===== config.mk =====
export PLATFORM = sky130hd
export DESIGN_NAME = axi_lite_gpio_slave_flat
export DESIGN_NICKNAME = d
export VERILOG_FILES = /design/src/rtl/axi_lite_gpio_slave_if.sv /design/src/rtl/axi_lite_gpio_slave.sv /design/src/flat_wrapper.sv
export SDC_FILE = /design/constraint.sdc
export NUM_CORES = 1
export LEC_CHECK = 0
export CORE_MARGIN = 1.5
export CORE_UTILIZATION = 36
export CTS_CLUSTER_DIAMETER = 40
export DETAILED_ROUTE_END_ITERATION = 8
export PLACE_DENSITY = 0.86
export SLEW_MARGIN = 40
export SYNTH_ARGS = -nofsm -noshare
export SYNTH_HDL_FRONTEND = slang
export SYNTH_SLANG_ARGS = --single-unit

===== constraint.sdc =====
create_clock -name clk -period 4.4 [get_ports clk]
set_clock_uncertainty 0.2 [all_clocks]
set_input_delay 1.32 -clock clk [delete_from_list [all_inputs] [get_ports clk]]
set_output_delay 1.32 -clock clk [all_outputs]
set_load 0.05 [all_outputs]

===== src/rtl/axi_lite_gpio_slave_if.sv =====
// AXI4-Lite bus bundle between the bridge master and the GPIO register slave.
// Only the five AXI channels live here; clock, reset and pins stay plain ports.
interface axi_lite_gpio_slave_if #(
  parameter int ADDR_W = 4
);
  logic [ADDR_W-1:0] awaddr;
  logic              awvalid;
  logic              awready;
  logic [31:0]       wdata;
  logic [3:0]        wstrb;
  logic              wvalid;
  logic              wready;
  logic [1:0]        bresp;
  logic              bvalid;
  logic              bready;
  logic [ADDR_W-1:0] araddr;
  logic              arvalid;
  logic              arready;
  logic [31:0]       rdata;
  logic [1:0]        rresp;
  logic              rvalid;
  logic              rready;

  modport slave (
    input  awaddr, awvalid, wdata, wstrb, wvalid, bready, araddr, arvalid, rready,
    output awready, wready, bresp, bvalid, arready, rdata, rresp, rvalid
  );

  modport master (
    output awaddr, awvalid, wdata, wstrb, wvalid, bready, araddr, arvalid, rready,
    input  awready, wready, bresp, bvalid, arready, rdata, rresp, rvalid
  );
endinterface


===== src/rtl/axi_lite_gpio_slave.sv =====
// AXI4-Lite GPIO slave: LED output register, synchronized button inputs,
// W1C rising-edge status and a registered level interrupt.
module axi_lite_gpio_slave #(
  parameter int ADDR_W = 4,
  parameter int IN_W   = 1,
  parameter int OUT_W  = 2
) (
  input  logic                 clk,
  input  logic                 rst,
  axi_lite_gpio_slave_if.slave s,
  input  logic [IN_W-1:0]      gpio_in,
  output logic [OUT_W-1:0]     gpio_out,
  output logic                 irq
);
  typedef enum logic {W_IDLE, W_RESP} wstate_t;
  typedef enum logic {R_IDLE, R_DATA} rstate_t;

  wstate_t           wstate_q, wstate_d;
  rstate_t           rstate_q, rstate_d;
  logic              aw_cap_q, aw_cap_d, w_cap_q, w_cap_d;
  logic [1:0]        awsel_q, awsel_d;
  logic [7:0]        wdata_q, wdata_d;
  logic              wstrb0_q, wstrb0_d;
  logic              awready_q, awready_d, wready_q, wready_d, bvalid_q, bvalid_d;
  logic              arready_q, arready_d, rvalid_q, rvalid_d;
  logic [31:0]       rdata_q, rdata_d;
  logic [OUT_W-1:0]  out_q, out_d;
  logic [IN_W-1:0]   stat_q, stat_d, ie_q, ie_d;
  logic [IN_W-1:0]   sync1_q, sync1_d, sync2_q, sync2_d, prev_q, prev_d;
  logic              irq_q, irq_d;

  logic              aw_hs, w_hs, wr_fire, wr_strb0;
  logic [1:0]        wr_sel;
  logic [7:0]        wr_data;
  logic [IN_W-1:0]   w1c;
  logic [31:0]       rd_mux;
  logic              unused_bits;

  // Address and data may arrive in either order; the held copy wins once captured.
  always_comb begin
    wstate_d = wstate_q;
    aw_cap_d = aw_cap_q;
    w_cap_d  = w_cap_q;
    awsel_d  = awsel_q;
    wdata_d  = wdata_q;
    wstrb0_d = wstrb0_q;
    bvalid_d = bvalid_q;
    wr_fire  = 1'b0;
    aw_hs    = s.awvalid && awready_q;
    w_hs     = s.wvalid && wready_q;
    wr_sel   = aw_cap_q ? awsel_q : s.awaddr[3:2];
    wr_data  = w_cap_q ? wdata_q : s.wdata[7:0];
    wr_strb0 = w_cap_q ? wstrb0_q : s.wstrb[0];
    case (wstate_q)
      W_IDLE: begin
        if (aw_hs) begin
          aw_cap_d = 1'b1;
          awsel_d  = s.awaddr[3:2];
        end
        if (w_hs) begin
          w_cap_d  = 1'b1;
          wdata_d  = s.wdata[7:0];
          wstrb0_d = s.wstrb[0];
        end
        if ((aw_cap_q || aw_hs) && (w_cap_q || w_hs)) begin
          wr_fire  = 1'b1;
          wstate_d = W_RESP;
          bvalid_d = 1'b1;
          aw_cap_d = 1'b0;
          w_cap_d  = 1'b0;
        end
      end
      W_RESP: begin
        if (s.bready) begin
          wstate_d = W_IDLE;
          bvalid_d = 1'b0;
        end
      end
      default: wstate_d = W_IDLE;
    endcase
    awready_d = (wstate_d == W_IDLE) && !aw_cap_d;
    wready_d  = (wstate_d == W_IDLE) && !w_cap_d;
  end

  // A fresh rising edge sets STAT even when the same bit is being cleared.
  always_comb begin
    out_d   = out_q;
    ie_d    = ie_q;
    w1c     = '0;
    if (wr_fire && wr_strb0) begin
      case (wr_sel)
        2'd1:    out_d = wr_data[OUT_W-1:0];
        2'd2:    w1c   = wr_data[IN_W-1:0];
        2'd3:    ie_d  = wr_data[IN_W-1:0];
        default: ;
      endcase
    end
    sync1_d = gpio_in;
    sync2_d = sync1_q;
    prev_d  = sync2_q;
    stat_d  = (stat_q & ~w1c) | (sync2_q & ~prev_q);
    irq_d   = |(stat_q & ie_q);
  end

  always_comb begin
    case (s.araddr[3:2])
      2'd0:    rd_mux = 32'(sync2_q);
      2'd1:    rd_mux = 32'(out_q);
      2'd2:    rd_mux = 32'(stat_q);
      default: rd_mux = 32'(ie_q);
    endcase
    rstate_d = rstate_q;
    rvalid_d = rvalid_q;
    rdata_d  = rdata_q;
    case (rstate_q)
      R_IDLE: begin
        if (s.arvalid && arready_q) begin
          rstate_d = R_DATA;
          rvalid_d = 1'b1;
          rdata_d  = rd_mux;
        end
      end
      R_DATA: begin
        if (s.rready) begin
          rstate_d = R_IDLE;
          rvalid_d = 1'b0;
        end
      end
      default: rstate_d = R_IDLE;
    endcase
    arready_d = (rstate_d == R_IDLE);
  end

  always_ff @(posedge clk or negedge rst) begin
    if (!rst) begin
      wstate_q  <= W_IDLE;
      rstate_q  <= R_IDLE;
      aw_cap_q  <= 1'b0;
      w_cap_q   <= 1'b0;
      awsel_q   <= '0;
      wdata_q   <= '0;
      wstrb0_q  <= 1'b0;
      awready_q <= 1'b0;
      wready_q  <= 1'b0;
      bvalid_q  <= 1'b0;
      arready_q <= 1'b0;
      rvalid_q  <= 1'b0;
      rdata_q   <= '0;
      out_q     <= '0;
      stat_q    <= '0;
      ie_q      <= '0;
      sync1_q   <= '0;
      sync2_q   <= '0;
      prev_q    <= '0;
      irq_q     <= 1'b0;
    end else begin
      wstate_q  <= wstate_d;
      rstate_q  <= rstate_d;
      aw_cap_q  <= aw_cap_d;
      w_cap_q   <= w_cap_d;
      awsel_q   <= awsel_d;
      wdata_q   <= wdata_d;
      wstrb0_q  <= wstrb0_d;
      awready_q <= awready_d;
      wready_q  <= wready_d;
      bvalid_q  <= bvalid_d;
      arready_q <= arready_d;
      rvalid_q  <= rvalid_d;
      rdata_q   <= rdata_d;
      out_q     <= out_d;
      stat_q    <= stat_d;
      ie_q      <= ie_d;
      sync1_q   <= sync1_d;
      sync2_q   <= sync2_d;
      prev_q    <= prev_d;
      irq_q     <= irq_d;
    end
  end

  assign s.awready = awready_q;
  assign s.wready  = wready_q;
  assign s.bvalid  = bvalid_q;
  assign s.bresp   = 2'b00;
  assign s.arready = arready_q;
  assign s.rvalid  = rvalid_q;
  assign s.rdata   = rdata_q;
  assign s.rresp   = 2'b00;
  assign gpio_out  = out_q;
  assign irq       = irq_q;

  assign unused_bits = ^{s.awaddr, s.araddr, s.wdata, s.wstrb, wr_data};
endmodule


===== src/flat_wrapper.sv =====
// flat-port wrapper written by rule: the top's interface ports become plain ports
module axi_lite_gpio_slave_flat 
#(
  parameter int ADDR_W = 4,
  parameter int IN_W   = 1,
  parameter int OUT_W  = 2
)
  (clk, rst, gpio_in, gpio_out, irq, s_awaddr, s_awvalid, s_wdata, s_wstrb, s_wvalid, s_bready, s_araddr, s_arvalid, s_rready, s_awready, s_wready, s_bresp, s_bvalid, s_arready, s_rdata, s_rresp, s_rvalid);
  axi_lite_gpio_slave_if #(.ADDR_W(ADDR_W)) s_i ();
  input  logic clk;
  input  logic rst;
  input  logic [IN_W-1:0] gpio_in;
  output logic [OUT_W-1:0] gpio_out;
  output logic irq;
  input wire logic [$bits(s_i.awaddr)-1:0] s_awaddr;
  input wire logic [$bits(s_i.awvalid)-1:0] s_awvalid;
  input wire logic [$bits(s_i.wdata)-1:0] s_wdata;
  input wire logic [$bits(s_i.wstrb)-1:0] s_wstrb;
  input wire logic [$bits(s_i.wvalid)-1:0] s_wvalid;
  input wire logic [$bits(s_i.bready)-1:0] s_bready;
  input wire logic [$bits(s_i.araddr)-1:0] s_araddr;
  input wire logic [$bits(s_i.arvalid)-1:0] s_arvalid;
  input wire logic [$bits(s_i.rready)-1:0] s_rready;
  output wire logic [$bits(s_i.awready)-1:0] s_awready;
  output wire logic [$bits(s_i.wready)-1:0] s_wready;
  output wire logic [$bits(s_i.bresp)-1:0] s_bresp;
  output wire logic [$bits(s_i.bvalid)-1:0] s_bvalid;
  output wire logic [$bits(s_i.arready)-1:0] s_arready;
  output wire logic [$bits(s_i.rdata)-1:0] s_rdata;
  output wire logic [$bits(s_i.rresp)-1:0] s_rresp;
  output wire logic [$bits(s_i.rvalid)-1:0] s_rvalid;
  assign s_i.awaddr = s_awaddr;
  assign s_i.awvalid = s_awvalid;
  assign s_i.wdata = s_wdata;
  assign s_i.wstrb = s_wstrb;
  assign s_i.wvalid = s_wvalid;
  assign s_i.bready = s_bready;
  assign s_i.araddr = s_araddr;
  assign s_i.arvalid = s_arvalid;
  assign s_i.rready = s_rready;
  assign s_awready = s_i.awready;
  assign s_wready = s_i.wready;
  assign s_bresp = s_i.bresp;
  assign s_bvalid = s_i.bvalid;
  assign s_arready = s_i.arready;
  assign s_rdata = s_i.rdata;
  assign s_rresp = s_i.rresp;
  assign s_rvalid = s_i.rvalid;
  axi_lite_gpio_slave #(.ADDR_W(ADDR_W), .IN_W(IN_W), .OUT_W(OUT_W)) u_core (.clk(clk), .rst(rst), .s(s_i), .gpio_in(gpio_in), .gpio_out(gpio_out), .irq(irq));
endmodule

==> results of run 1 <==
-- layout make-up --
class	count	area share, %
Inverter	5	1.29
Timing Repair Buffer	24	16.2
Clock buffer	4	2.50
Multi-Input combinational cell	83	34.8
Sequential cell	24	41.3
Tap cell	46	3.96
-- power by group through the flow --
stage,Clock [mW],Combinational (mW),Sequential [mW]
after floorplan,0,0.260,0.519
after global placement,0,0.499,0.382
after detailed placement,0,0.507,0.386
after CTS,0.116,0.508,0.381
after global routing,0.124,0.536,0.394
final,0.110,0.504,0.379
-- metrics by stage --
step,util [%],power [mW],instance area (µm²),hold slack (ns),worst slack [ns]
finish,43.2,0.994,1450,0.162,1.31
global route,43.2,1.05,1450,0.187,1.26
CTS,43.2,1.00,1450,0.165,1.30
detailed placement,42.2,0.892,1420,0.136,1.35
global placement,42.3,0.882,1420,0.133,1.36
floorplan,-,0.779,1400,0.131,1.96
-- worst paths after layout --
kind,startpoint,end,cells past startpoint
worst max-delay path,u_core.s.wready$_DFF_PN0_,s_wready,1
worst min-delay path,u_core.sync1_q$_DFF_PN0_,u_core.prev_d$_DFF_PN0_,0
worst max register to register,u_core.w_cap_q$_DFF_PN0_,u_core.ie_q$_DFFE_PN0P_,4
worst min register to register,u_core.sync1_q$_DFF_PN0_,u_core.prev_d$_DFF_PN0_,0
max in group asynchronous,rst,u_core.gpio_out[0]$_DFFE_PN0P_,1
min in group asynchronous,rst,u_core.gpio_out[1]$_DFFE_PN0P_,1
-- registers in the layout, summed over array words and instances, names as in the netlist --
register / flops
u_core.sync1_q: 1
u_core.s.rdata: 2
u_core.awsel_q: 2
u_core.s.arready: 1
u_core.aw_cap_q: 1
u_core.s.rvalid: 1
u_core.prev_q: 1
u_core.stat_q: 1
u_core.s.wready: 1
u_core.ie_q: 1
u_core.rstate_q: 1
u_core.irq: 1
u_core.w_cap_q: 1
u_core.prev_d: 1
u_core.wstrb0_q: 1
u_core.wdata_q: 2
u_core.gpio_out: 2
u_core.s.awready: 1
u_core.s.bvalid: 1
u_core.wstate_q: 1
-- synthesized netlist by cell type, types with 2 or more instances --
library cell  count  area (µm²)
inv_1             4        15.0
mux2_2            4        45.0
dfrtp_1          24         601
mux2_1            4        45.0
o21ai_0           2        10.0
and3_1            3        18.8
buf_4            34         255
nor3_1            2        10.0
o21a_1            2        15.0
nand2_1          10        37.5
nor2_1            2        7.51
a21oi_1           4        20.0
-- kinds of logic after synthesis --
group | count (synthesis)
buffers and inverters | 41
other | 1
AND/OR/NAND/NOR | 23
multiplexers | 11
AO/OA/AOI/OAI | 15
flip-flops | 24
-- per-layer routing --
layer	vias up	wire length [µm]	GRT usage, %
met1	366	817	13.6
met2	31	889	15.3
met3	2	121	2.16
met5	-	0	0
met4	0	14	3.33
li1	368	-	-
==> reports/results.tsv, run 1 <==
metric	value	unit
post_drt_wl_per_cell	9.90	µm
synthAdderAreaFrac	0	%
final_cell_mix	34 x conb_1, 24 x dfrtp_1, 23 x clkdlybuf4s50_1	
clkPwrFrac	11.1	%
numPortBuffers	24	
synth_flop_cell	dfrtp_1	
synthMuxAreaShare	10.8	%
coreArea	0.00336	mm²
multiInputGateArea	505	µm²
report.final.slew_viol_count	0	
dr.pass1.iters	4	
cts_setup_buffers	0	
cts_buffers	3	
path_buf_inv	1	
path_cells	clkdlybuf4s50_1	
dpl.cell_count	182	
via_per_inst	4.12	
power_leakage	0.681	nW
setup_violations	0	
rsz0062_at_grt	no	
seq_power_share	38.2	%
hold_viol_final	0	
dieHeight	62.4	µm
rows	21	
cp.arrival	1.57	ns
finalCriticalPeriod	3.09	ns
end_kind	primary output	
final_nets	193	
worstMarginPinSlew	0.514	ns
critPathKind	register to primary output	
instances_no_fill	186	
ys_async_sr_fraction	100	%
root_buffer	clkbuf_4	
tns	0	ns
final.fill_count	348	
globalRouteOverflowTotal	0	
ctsHoldBuffers	0	
finalCritPeriodShare	70.1	%
cts_resized	0	
p_switching	453	µW
first_iter_violations	20	
regArea	601	µm²
clock_sinks	24	
antenna_left	0	
path_delay_family	buffers and inverters	
dp_hpwl	1.44	mm
internal_power	540	µW
place.gp.congestion	0.792	
synth_top_family_by_area	buffers and inverters	
synth-seq-cells	24	
dr_total_vias	767	
synth_compound_area_share	8.76	%
cp-start-kind	register	
final_common_cell	conb_1	
grt_max_degree	25	
combPwrFrac	50.8	%
status	finished, final reports clean	
synth_edf_count	0	
grt_pass1_wl	3.14	mm
ys_types	32	
ioPinCount	96	
grt_pass1_vias	705	
die_area	0.00390	mm²
worst-path-max-fanout	4	
synth_area	0.00127	mm²
syn_inst	115	
drive_above_1_share	10.7	%
vdd_drop_max	0.217	mV
routed_wl	1.84	mm
die_w	62.4	µm
yosys_warnings	0	
clk_latency	0.30	ns
critPathMaxStageDelay	0.83	ns
worstHoldPathType	register to register	
ys_seq_area_share	47.2	%
drc	0	
n_antenna_cell	0	
clk_path_buf_depth	2	
avgSynthCellArea	11.1	µm²
powerDensity	683	mW/mm²
cts_tree	yes	
slew_headroom	65.7	%
fmax	324	MHz
grtUsageTotal	9.84	%
htreeDepth	1	
drv_cap	0	
slowest_stage	clkdlybuf4s50_1	
regToRegSetupSlack	2.66	ns
cp.required	2.88	ns
clk_pin_slew	0.12	ns
synthXorXnorAreaFrac	0	%
syn2layout_area_growth	14.4	%
initial_utilization	37.8	%
swShare	45.6	%
synthSimpleGateAreaFrac	10.1	%
antenna_found_initial	0	
Note: power is estimated with default switching activity, not from simulation.
==> run 2, diff against run 1 <==
--- a/config.mk
+++ b/config.mk
@@ -6,10 +6,10 @@
 export NUM_CORES = 1
 export LEC_CHECK = 0
 export CORE_MARGIN = 1.5
-export CORE_UTILIZATION = 36
+export CORE_UTILIZATION = 30
 export CTS_CLUSTER_DIAMETER = 40
 export DETAILED_ROUTE_END_ITERATION = 8
-export PLACE_DENSITY = 0.86
+export PLACE_DENSITY = 0.77
 export SLEW_MARGIN = 40
 export SYNTH_ARGS = -nofsm -noshare
 export SYNTH_HDL_FRONTEND = slang
==> constraint.sdc (replaced) <==
create_clock -name clk -period 2.7 [get_ports clk]
set_clock_uncertainty 0.2 [all_clocks]
set_input_delay 0.81 -clock clk [delete_from_list [all_inputs] [get_ports clk]]
set_output_delay 0.81 -clock clk [all_outputs]
set_load 0.05 [all_outputs]
==> reports/results.tsv, run 2 (synthesized netlist as in run 1, its figures left out) <==
metric	value	unit
die_area	0.00464	mm²
n_antenna_cell	0	
cp-start-kind	register	
root_buffer	clkbuf_8	
drc	0	
via_per_inst	4.06	
ctsHoldBuffers	0	
final_common_cell	conb_1	
cp.required	1.69	ns
die_w	68.1	µm
coreArea	0.00403	mm²
grt_pass1_vias	714	
initial_utilization	31.6	%
end_kind	primary output	
vdd_drop_max	0.345	mV
clk_pin_slew	0.09	ns
dp_slack	0.157	ns
tns	0	ns
hold_viol_final	0	
worstMarginPinSlew	0.506	ns
worstReg2RegStart	u_core.w_cap_q$_DFF_PN0_	
critPathMaxStageDelay	0.83	ns
utilization	37.4	%
dr_total_vias	775	
regToRegSetupSlack	0.99	ns
syn2layout_area_growth	18.5	%
rsz0062_at_grt	no	
dp_hpwl	1.47	mm
cts_resized	0	
regArea	601	µm²
grtUsageTotal	8.92	%
numPortBuffers	24	
design_area	0.00151	mm²
post_drt_wl_per_cell	9.70	µm
cts_setup_buffers	0	
p_switching	746	µW
power.total	1.75	mW
final_nets	194	
slowest_stage	clkdlybuf4s50_1	
drive_above_1_share	10.6	%
htreeDepth	1	
cts_tree	yes	
worst-path-max-fanout	4	
internal_power	999	µW
status	finished, final reports clean	
final_cell_mix	34 x conb_1, 24 x clkdlybuf4s50_1, 24 x dfrtp_1	
slew_headroom	66.2	%
hold_slack	0.153	ns
cp.arrival	1.50	ns
cp-startpoint	u_core.s.wready$_DFF_PN0_	
finalCriticalPeriod	2.51	ns
worstHoldPathType	register to register	
antenna_found_initial	0	
clock_sinks	24	
grt_pass1_wl	3.04	mm
path_depth	1	
cts_buffers	3	
worstRegToRegCells	4	
path_buf_inv	1	
setup_slack	0.187	ns
multiInputGateArea	505	µm²
finalCritPeriodShare	93.1	%
power_leakage	0.701	nW
clk_path_buf_depth	2	
critPathCapture	s_wready	
antenna_left	0	
clk_latency	0.26	ns
grt_max_degree	25	
ioPinCount	96	
report.final.slew_viol_count	0	
setup_violations	0	
final.fill_count	387	
rows	23	
swShare	42.7	%
dieHeight	68.1	µm
first_iter_violations	25	
dpl-instance-area	0.00144	mm²
rr_endpoint	u_core.ie_q$_DFFE_PN0P_	
combPwrFrac	47.2	%
path_delay_family	buffers and inverters	
seq_power_share	35.3	%
dpl.cell_count	187	
routed_wl	1.85	mm
drv_cap	0	
dr.pass1.iters	4	
instances_no_fill	191	
fmax	398	MHz
critPathKind	register to primary output	
path_cells	clkdlybuf4s50_1	
clkPwrFrac	17.6	%
place.gp.congestion	0.752	
globalRouteOverflowTotal	0	
powerDensity	1160	mW/mm²
run 2: how the worst min path moves through the flow:
stage / slack [ns] / to / startpoint / cells past startpoint
after floorplan: 0.13 / u_core.prev_d$_DFF_PN0_ / u_core.sync1_q$_DFF_PN0_ / 0
after detailed placement: 0.14 / u_core.prev_d$_DFF_PN0_ / u_core.sync1_q$_DFF_PN0_ / 0
after CTS: 0.16 / u_core.prev_d$_DFF_PN0_ / u_core.sync1_q$_DFF_PN0_ / 0
after global placement: 0.13 / u_core.prev_d$_DFF_PN0_ / u_core.sync1_q$_DFF_PN0_ / 0
final: 0.15 / u_core.prev_d$_DFF_PN0_ / u_core.sync1_q$_DFF_PN0_ / 0
after global routing: 0.16 / u_core.prev_d$_DFF_PN0_ / u_core.sync1_q$_DFF_PN0_ / 0
run 2: power by group through the flow:
stage	logic [mW]	registers [mW]	clock network [mW]
after global placement	0.818	0.623	0
after detailed placement	0.828	0.627	0
final	0.823	0.616	0.306
after floorplan	0.424	0.846	0
after CTS	0.831	0.621	0.315
after global routing	0.884	0.641	0.327
run 2: final cells by class:
| type | instances | share of cell area [%] |
|---|---|---|
| inverters | 5 | 1.25 |
| multi-input cells | 83 | 33.6 |
| well taps | 50 | 4.15 |
| clock inverters | 1 | 1.99 |
| repair buffers | 25 | 16.4 |
| clock buffers | 3 | 2.74 |
| flip-flops and latches | 24 | 39.9 |
run 2: layer usage:
layer	GRT usage [%]	part of all wire [%]	up-vias
li1	-	-	373
met2	15.5	52	28
met5	0	0	-
met1	10.1	41	370
met3	1.15	4.6	4
met4	6.00	2.2	0
